$ cat config.mk
export PLATFORM = sky130hd
export DESIGN_NAME = ota_pdm_driver
export DESIGN_NICKNAME = d
export VERILOG_FILES = /design/src/rtl/ota_pdm_driver.sv
export SDC_FILE = /design/constraint.sdc
export NUM_CORES = 1
export LEC_CHECK = 0
export ABC_CLOCK_PERIOD_IN_PS = 2600
export CAP_MARGIN = 30
export CORE_MARGIN = 2
export CORE_UTILIZATION = 54
export DETAILED_ROUTE_END_ITERATION = 12
export PLACE_DENSITY = 0.85
export SYNTH_ARGS = -nofsm -noshare
export SYNTH_HDL_FRONTEND = slang
export SYNTH_SLANG_ARGS = --single-unit
$ cat constraint.sdc
create_clock -name clk -period 2.6 [get_ports clk]
set_input_delay 0.52 -clock clk [delete_from_list [all_inputs] [get_ports clk]]
set_output_delay 0.52 -clock clk [all_outputs]
set_load 0.1 [all_outputs]
$ cat src/rtl/ota_pdm_driver.sv
// ota_pdm_driver: queued signed codes to complementary first-order sigma-delta streams
// driving the OTA Vip/Vin pair, each code held for in_hold+1 samples.
module ota_pdm_driver #(
   parameter int WIDTH  = 8,
   parameter int HOLD_W = 8
) (
   input  logic              clk,
   input  logic              rst,
   input  logic              en,
   input  logic              in_valid,
   output logic              in_ready,
   input  logic [WIDTH-1:0]  in_code,
   input  logic [HOLD_W-1:0] in_hold,
   output logic              Vip,
   output logic              Vin,
   output logic              busy,
   output logic              done
);
   typedef enum logic {IDLE, RUN} state_t;
   state_t             state;
   logic [WIDTH-1:0]   u;
   logic [WIDTH-1:0]   acc;
   logic [HOLD_W-1:0]  cnt;
   logic [WIDTH:0]     sum;
   logic [WIDTH-1:0]   u_in;
   logic               xfer;
   always_comb begin
      in_ready = (state == IDLE) ? 1'b1 : ((cnt == '0) & en);
      xfer     = in_valid & in_ready;
      sum      = {1'b0, acc} + {1'b0, u};
      u_in     = {~in_code[WIDTH-1], in_code[WIDTH-2:0]};
      busy     = (state == RUN);
   end
   always_ff @(posedge clk) begin
      if (rst) begin
         state <= IDLE;
         u     <= '0;
         acc   <= '0;
         cnt   <= '0;
         Vip   <= 1'b0;
         Vin   <= 1'b0;
         done  <= 1'b0;
      end else begin
         done <= 1'b0;
         if (state == IDLE) begin
            Vip <= 1'b0;
            Vin <= 1'b0;
            if (xfer) begin
               u     <= u_in;
               cnt   <= in_hold;
               acc   <= '0;
               state <= RUN;
            end
         end else if (en) begin
            acc <= sum[WIDTH-1:0];
            Vip <= sum[WIDTH];
            Vin <= ~sum[WIDTH];
            // acc is kept across a follow-on code so the noise shaping stays continuous
            if (cnt != '0) cnt <= cnt - 1'b1;
            else if (xfer) begin
               u   <= u_in;
               cnt <= in_hold;
            end else begin
               state <= IDLE;
               done  <= 1'b1;
            end
         end
      end
   end
endmodule

Word-level counts from Yosys, hierarchy flattened
Cells that the tools add are included.
{"block": "classes", "mux": 17, "add_sub_neg": 2, "n_reduce_logical": 7, "eq_ne": 2, "n_bitwise": 6}
{"operator": "$mux 8", "count": 11}
{"operator": "$add 8x8->9", "count": 1}
{"operator": "$logic_not 8->1", "count": 1}
{"operator": "$reduce_bool 8->1", "count": 1}
{"operator": "$sub 8x1->8 const B", "count": 1}
{"operator": "$mux 1", "count": 6}
{"operator": "$ne 2x2->1 const B", "count": 2}
{"operator": "$not 1->1", "count": 4}
{"operator": "$reduce_and 2->1", "count": 2}
{"operator": "$reduce_or 4->1", "count": 1}
{"operator": "$and 1x1->1", "count": 2}
{"operator": "$reduce_bool 2->1", "count": 1}
{"operator": "$reduce_or 2->1", "count": 1}
{"block": "totals", "regBits": 28, "in_bits": 20, "wordCells": 41, "out_inout_bits": 5}

Longest topological paths before layout
{"block": "logic_depth", "depth_word": 8, "depth_mapped": 8, "ltp_nobuf": 8}

Worst setup path after synthesis
OpenSTA, ideal clock, no wires.
{"block": "synth_path", "kind": "register -> register", "from": "reg cnt[2]", "to": "reg cnt[5]", "path_stages_with_launch": 7, "period_less_slack_ps": 2771, "n_path_buf": 1, "t_arrival_ps": 2643, "setup_time_ps": 128, "slack_ps": -171, "t_required_ps": 2472, "cell_sequence": "dfxtp_1 -> or3_4 -> o41ai_4 -> nand2_1 -> buf_6 -> a32oi_1 -> o22ai_1"}
{"block": "synth_between", "elab_chain_cells": 8, "word_cells_on_any_way": 10, "cone_classes": "add/sub: 1; mux: 5; bitwise: 2; reduce/logical: 2"}
{"element": "start: declaration", "line": "23", "rtl": "logic [HOLD_W-1:0] cnt;"}
{"element": "start signal: assignment", "line": "50", "rtl": "cnt <= in_hold;"}
{"element": "start signal: assignment", "line": "59", "rtl": "if (cnt != '0) cnt <= cnt - 1'b1;"}
{"element": "start signal: assignment", "line": "62", "rtl": "cnt <= in_hold;"}
{"element": "$logic_not 8->1 *", "line": "28", "rtl": "in_ready = (state == IDLE) ? 1'b1 : ((cnt == '0) & en);"}
{"element": "$and 1x1->1 *", "line": "28"}
{"element": "$mux 1 *", "line": "28"}
{"element": "named net in_ready", "line": "11", "rtl": "output logic in_ready,"}
{"element": "$and 1x1->1 *", "line": "29", "rtl": "xfer = in_valid & in_ready;"}
{"element": "$mux 8 *"}
{"element": "$mux 8", "line": "59"}
{"element": "$mux 8", "line": "54", "rtl": "end else if (en) begin"}
{"element": "$mux 8 *", "line": "45", "rtl": "if (state == IDLE) begin"}
The timed path passes the listed nets; every way through them passes the cells marked *. The select of a mux whose other input is x is not followed.
A chain may end at the register's enable or synchronous reset.

Final worst setup path
{"block": "layout_path", "from": "reg cnt[1]", "to": "out in_ready"}
{"block": "layout_between", "elab_chain_cells": 3}
{"element": "$logic_not 8->1", "line": "28"}
{"element": "$and 1x1->1", "line": "28"}
{"element": "$mux 1", "line": "28"}
{"element": "end: declaration", "line": "11"}
No other way between the ends.

==> results_dict.tcl <==
set metrics [dict create \
    synth_top_area_share_pct 33.2 \
    fillers 235 \
    max_freq_mhz 424 \
    relSlewSlack_pct 68.0 \
    syn-num-nets 237 \
    via_per_inst 6.05 \
    crit_slowest_cell "dfxtp_1" \
    drt_first_pass_iters 5 \
    ys.flop_type "dfxtp_1" \
    die_height_um 59.9 \
    drive_above_1_share_pct 13.6 \
    grt_pass1_wl_um 6430 \
    p_int_uw 771 \
    cts_resized 0 \
    dr.first_iter.drc_count 82 \
    wl_um 3910 \
    antenna_found_initial 0 \
    diodes 0 \
    crit_type "reg -> out" \
    numCtsBuffers 3 \
    syn2layout_area_growth_pct 22.0 \
    critPathCaptureType "output pin" \
    post-route-drc-count 0 \
    avgSynthCellArea_um2 8.15 \
    cts.htree.levels 1 \
    place_inst 265 \
    clk_latency_ns 0.34 \
    coreArea_mm2 0.00300 \
    fp.dieW_um 59.9 \
    synth_top_area_cell "dfxtp_1" \
    register_area_um2 562 \
    leakagePower_nw 0.815 \
    cts_buffer_depth 2 \
    ys_seq_elements 28 \
    peakVddDrop_uv 623 \
    initial_utilization_pct 56.2 \
    multi_input_area_mm2 0.00105 \
    cp_cell_sequence "inv_1 > ha_2 > nand2_2 > o41ai_4 > buf_4 > buf_12" \
    grt_use_total_pct 23.3 \
    place_area_mm2 0.00200 \
    cts_root_buffer "clkbuf_4" \
    synth_edf_count 0 \
    io_pins 25 \
    grt_max_degree 17 \
    cp_data_required_time_ns 2.08 \
    rsz0062_at_grt "no" \
    grt-ovfl-total 0 \
    startpoint_type "flip-flop" \
    grt_pass1_vias 1532 \
    yosysWarningCount 0 \
    crit_path_max_incr_delay_ns 0.37 \
    cp.arrival_ns 1.84 \
    combPwrFrac_pct 30.6 \
    synthCells 207 \
    postRouteAntennaNets 0 \
    final_util_pct 68.5 \
    wire_per_inst_um 14.5 \
    gp_congestion 0.905 \
    setup_violations 0 \
    fin_crit_sh_pct 90.7 \
    tritoncts "done" \
    hpwl_um 2920 \
    final.setup_skew_ns 0.00868 \
    ctsHoldBuffers 0 \
    status "finished, final reports clean" \
    final_area_mm2 0.00206 \
    async_reset_ff_share_pct 0 \
    final_nets 267 \
    postCtsSetupBuffers 0 \
    maxSlewViolCount 0 \
    pwr-share-clk_pct 25.7 \
    synth.distinct_cells 51 \
    seq_power_share_pct 43.7 \
    p_per_area_mw_per_mm2 551 \
    clkTransAtPathRegs_ns 0.16 \
    syn-cell-area_mm2 0.00169 \
    synthTopCellsByArea "dfxtp_1, ha_1, nand2_1" \
    finalHoldViolCount 0 \
    maxCapViolations 0 \
    clock-sinks 28 \
    final_cells 269 \
    hold_path.class "reg -> reg" \
    yosysSeqAreaShare_pct 33.2 \
    die-area_mm2 0.00359 \
    switching_share_pct 32.0 \
    power_switching_uw 362 \
    period_minus_slack_ns 2.36 \
    num_vias 1628 \
    worstMarginPinSlew_ns 0.480 \
    critPathMaxFanout 5 \
    portBuffers 24 \
    rows 20 \
]
worst max-delay path, delay by kind of cell, from the launching register on:
kind / cells / cell delay (ns)
simple gates: 1 / 0.10
flops: 1 / 0.37
buf+inv: 3 / 0.43
fa+ha+maj: 1 / 0.23
compound gates: 1 / 0.36
kinds of logic after synthesis:
family / count (synthesis) / share of synthesized area, %
AND/OR/NAND/NOR: 86 / 25.7
AO/OA/AOI/OAI: 59 / 24.6
flip-flops: 28 / 33.2
buffers and inverters: 17 / 4.82
adder cells (fa/ha/maj): 10 / 7.86
XOR/XNOR: 5 / 2.60
multiplexers: 2 / 1.19
worst paths after layout:
path | start | endpoint | slack [ns] | cells past startpoint
worst min-delay path | acc[3] | acc[3] | 0.47 | 2
worst max register to register | u[0] | Vip | 0.52 | 8
worst max-delay path | cnt[1] | in_ready | 0.24 | 6
worst min register to register | acc[3] | acc[3] | 0.47 | 2
synthesized netlist by cell type (all sizes together) (5+ instances only):
cell and count:
ha 9, a31oi 6, nand2 26, inv 7, clkbuf 6, o21ai 7, nor3 5, nor2 23
dfxtp 28, a21oi 18, a211oi 6, nand2b 6
power by group through the flow:
stage          clock, mW  combinational [mW]  sequential (mW)
5_1_grt            0.313               0.376            0.499
3_5_place_dp           0               0.343            0.502
6_report           0.291               0.347            0.494
2_1_floorplan          0               0.229            0.512
4_1_cts            0.298               0.344            0.493
3_3_place_gp           0               0.338            0.502
per-layer routing:
metal  share of wire (%)  GRT usage (%)  vias to the layer above
li1                    -              -                      812
met1                  44           27.7                      764
met2                  51           40.7                       48
met3                 4.5           4.76                        4
met4                0.84           9.21                        0
met5                   0              0                        -
placed cells by master, fill, tap and decap left out, types with 3 or more instances in the layout:
| cell type | n |
|---|---|
| xor2_1 | 4 |
| a211oi_1 | 5 |
| buf_4 | 15 |
| a21oi_1 | 18 |
| and2_1 | 3 |
| nor2_1 | 22 |
| nor3b_1 | 4 |
| a31oi_1 | 6 |
| o21ai_0 | 7 |
| inv_1 | 7 |
| nand2_1 | 25 |
| a22oi_1 | 3 |
| ha_1 | 8 |
| clkdlybuf4s50_1 | 19 |
| nand2b_1 | 6 |
| nor3_1 | 5 |
| dfxtp_1 | 27 |
| o211ai_1 | 3 |
| clkbuf_4 | 3 |
registers in the layout, summed over array words and instances, names as in the netlist:
register,count
Vin,1
Vip,1
acc,8
busy,1
cnt,8
done,1
u,8
layout make-up:
cell class                 instances  share of cell area (%)
timing repair buffer              35                    15.7
clock inverter                     1                    1.46
tap                               33                    2.01
sequential                        28                    27.3
multi-input combinational        162                    51.2
inverter                           7                    1.28
clock buffer                       3                    1.09
stage by stage:
stage | hold WS, ns | total power [mW] | setup TNS, ns | setup slack, ns
after floorplan | 0.436 | 0.741 | -0.0967 | -0.0773
after global placement | 0.446 | 0.840 | 0 | 0.269
after detailed placement | 0.454 | 0.845 | 0 | 0.243
after CTS | 0.472 | 1.14 | 0 | 0.236
after global routing | 0.493 | 1.19 | 0 | 0.134
final | 0.470 | 1.13 | 0 | 0.243
Note: power is estimated with default switching activity, not from simulation.
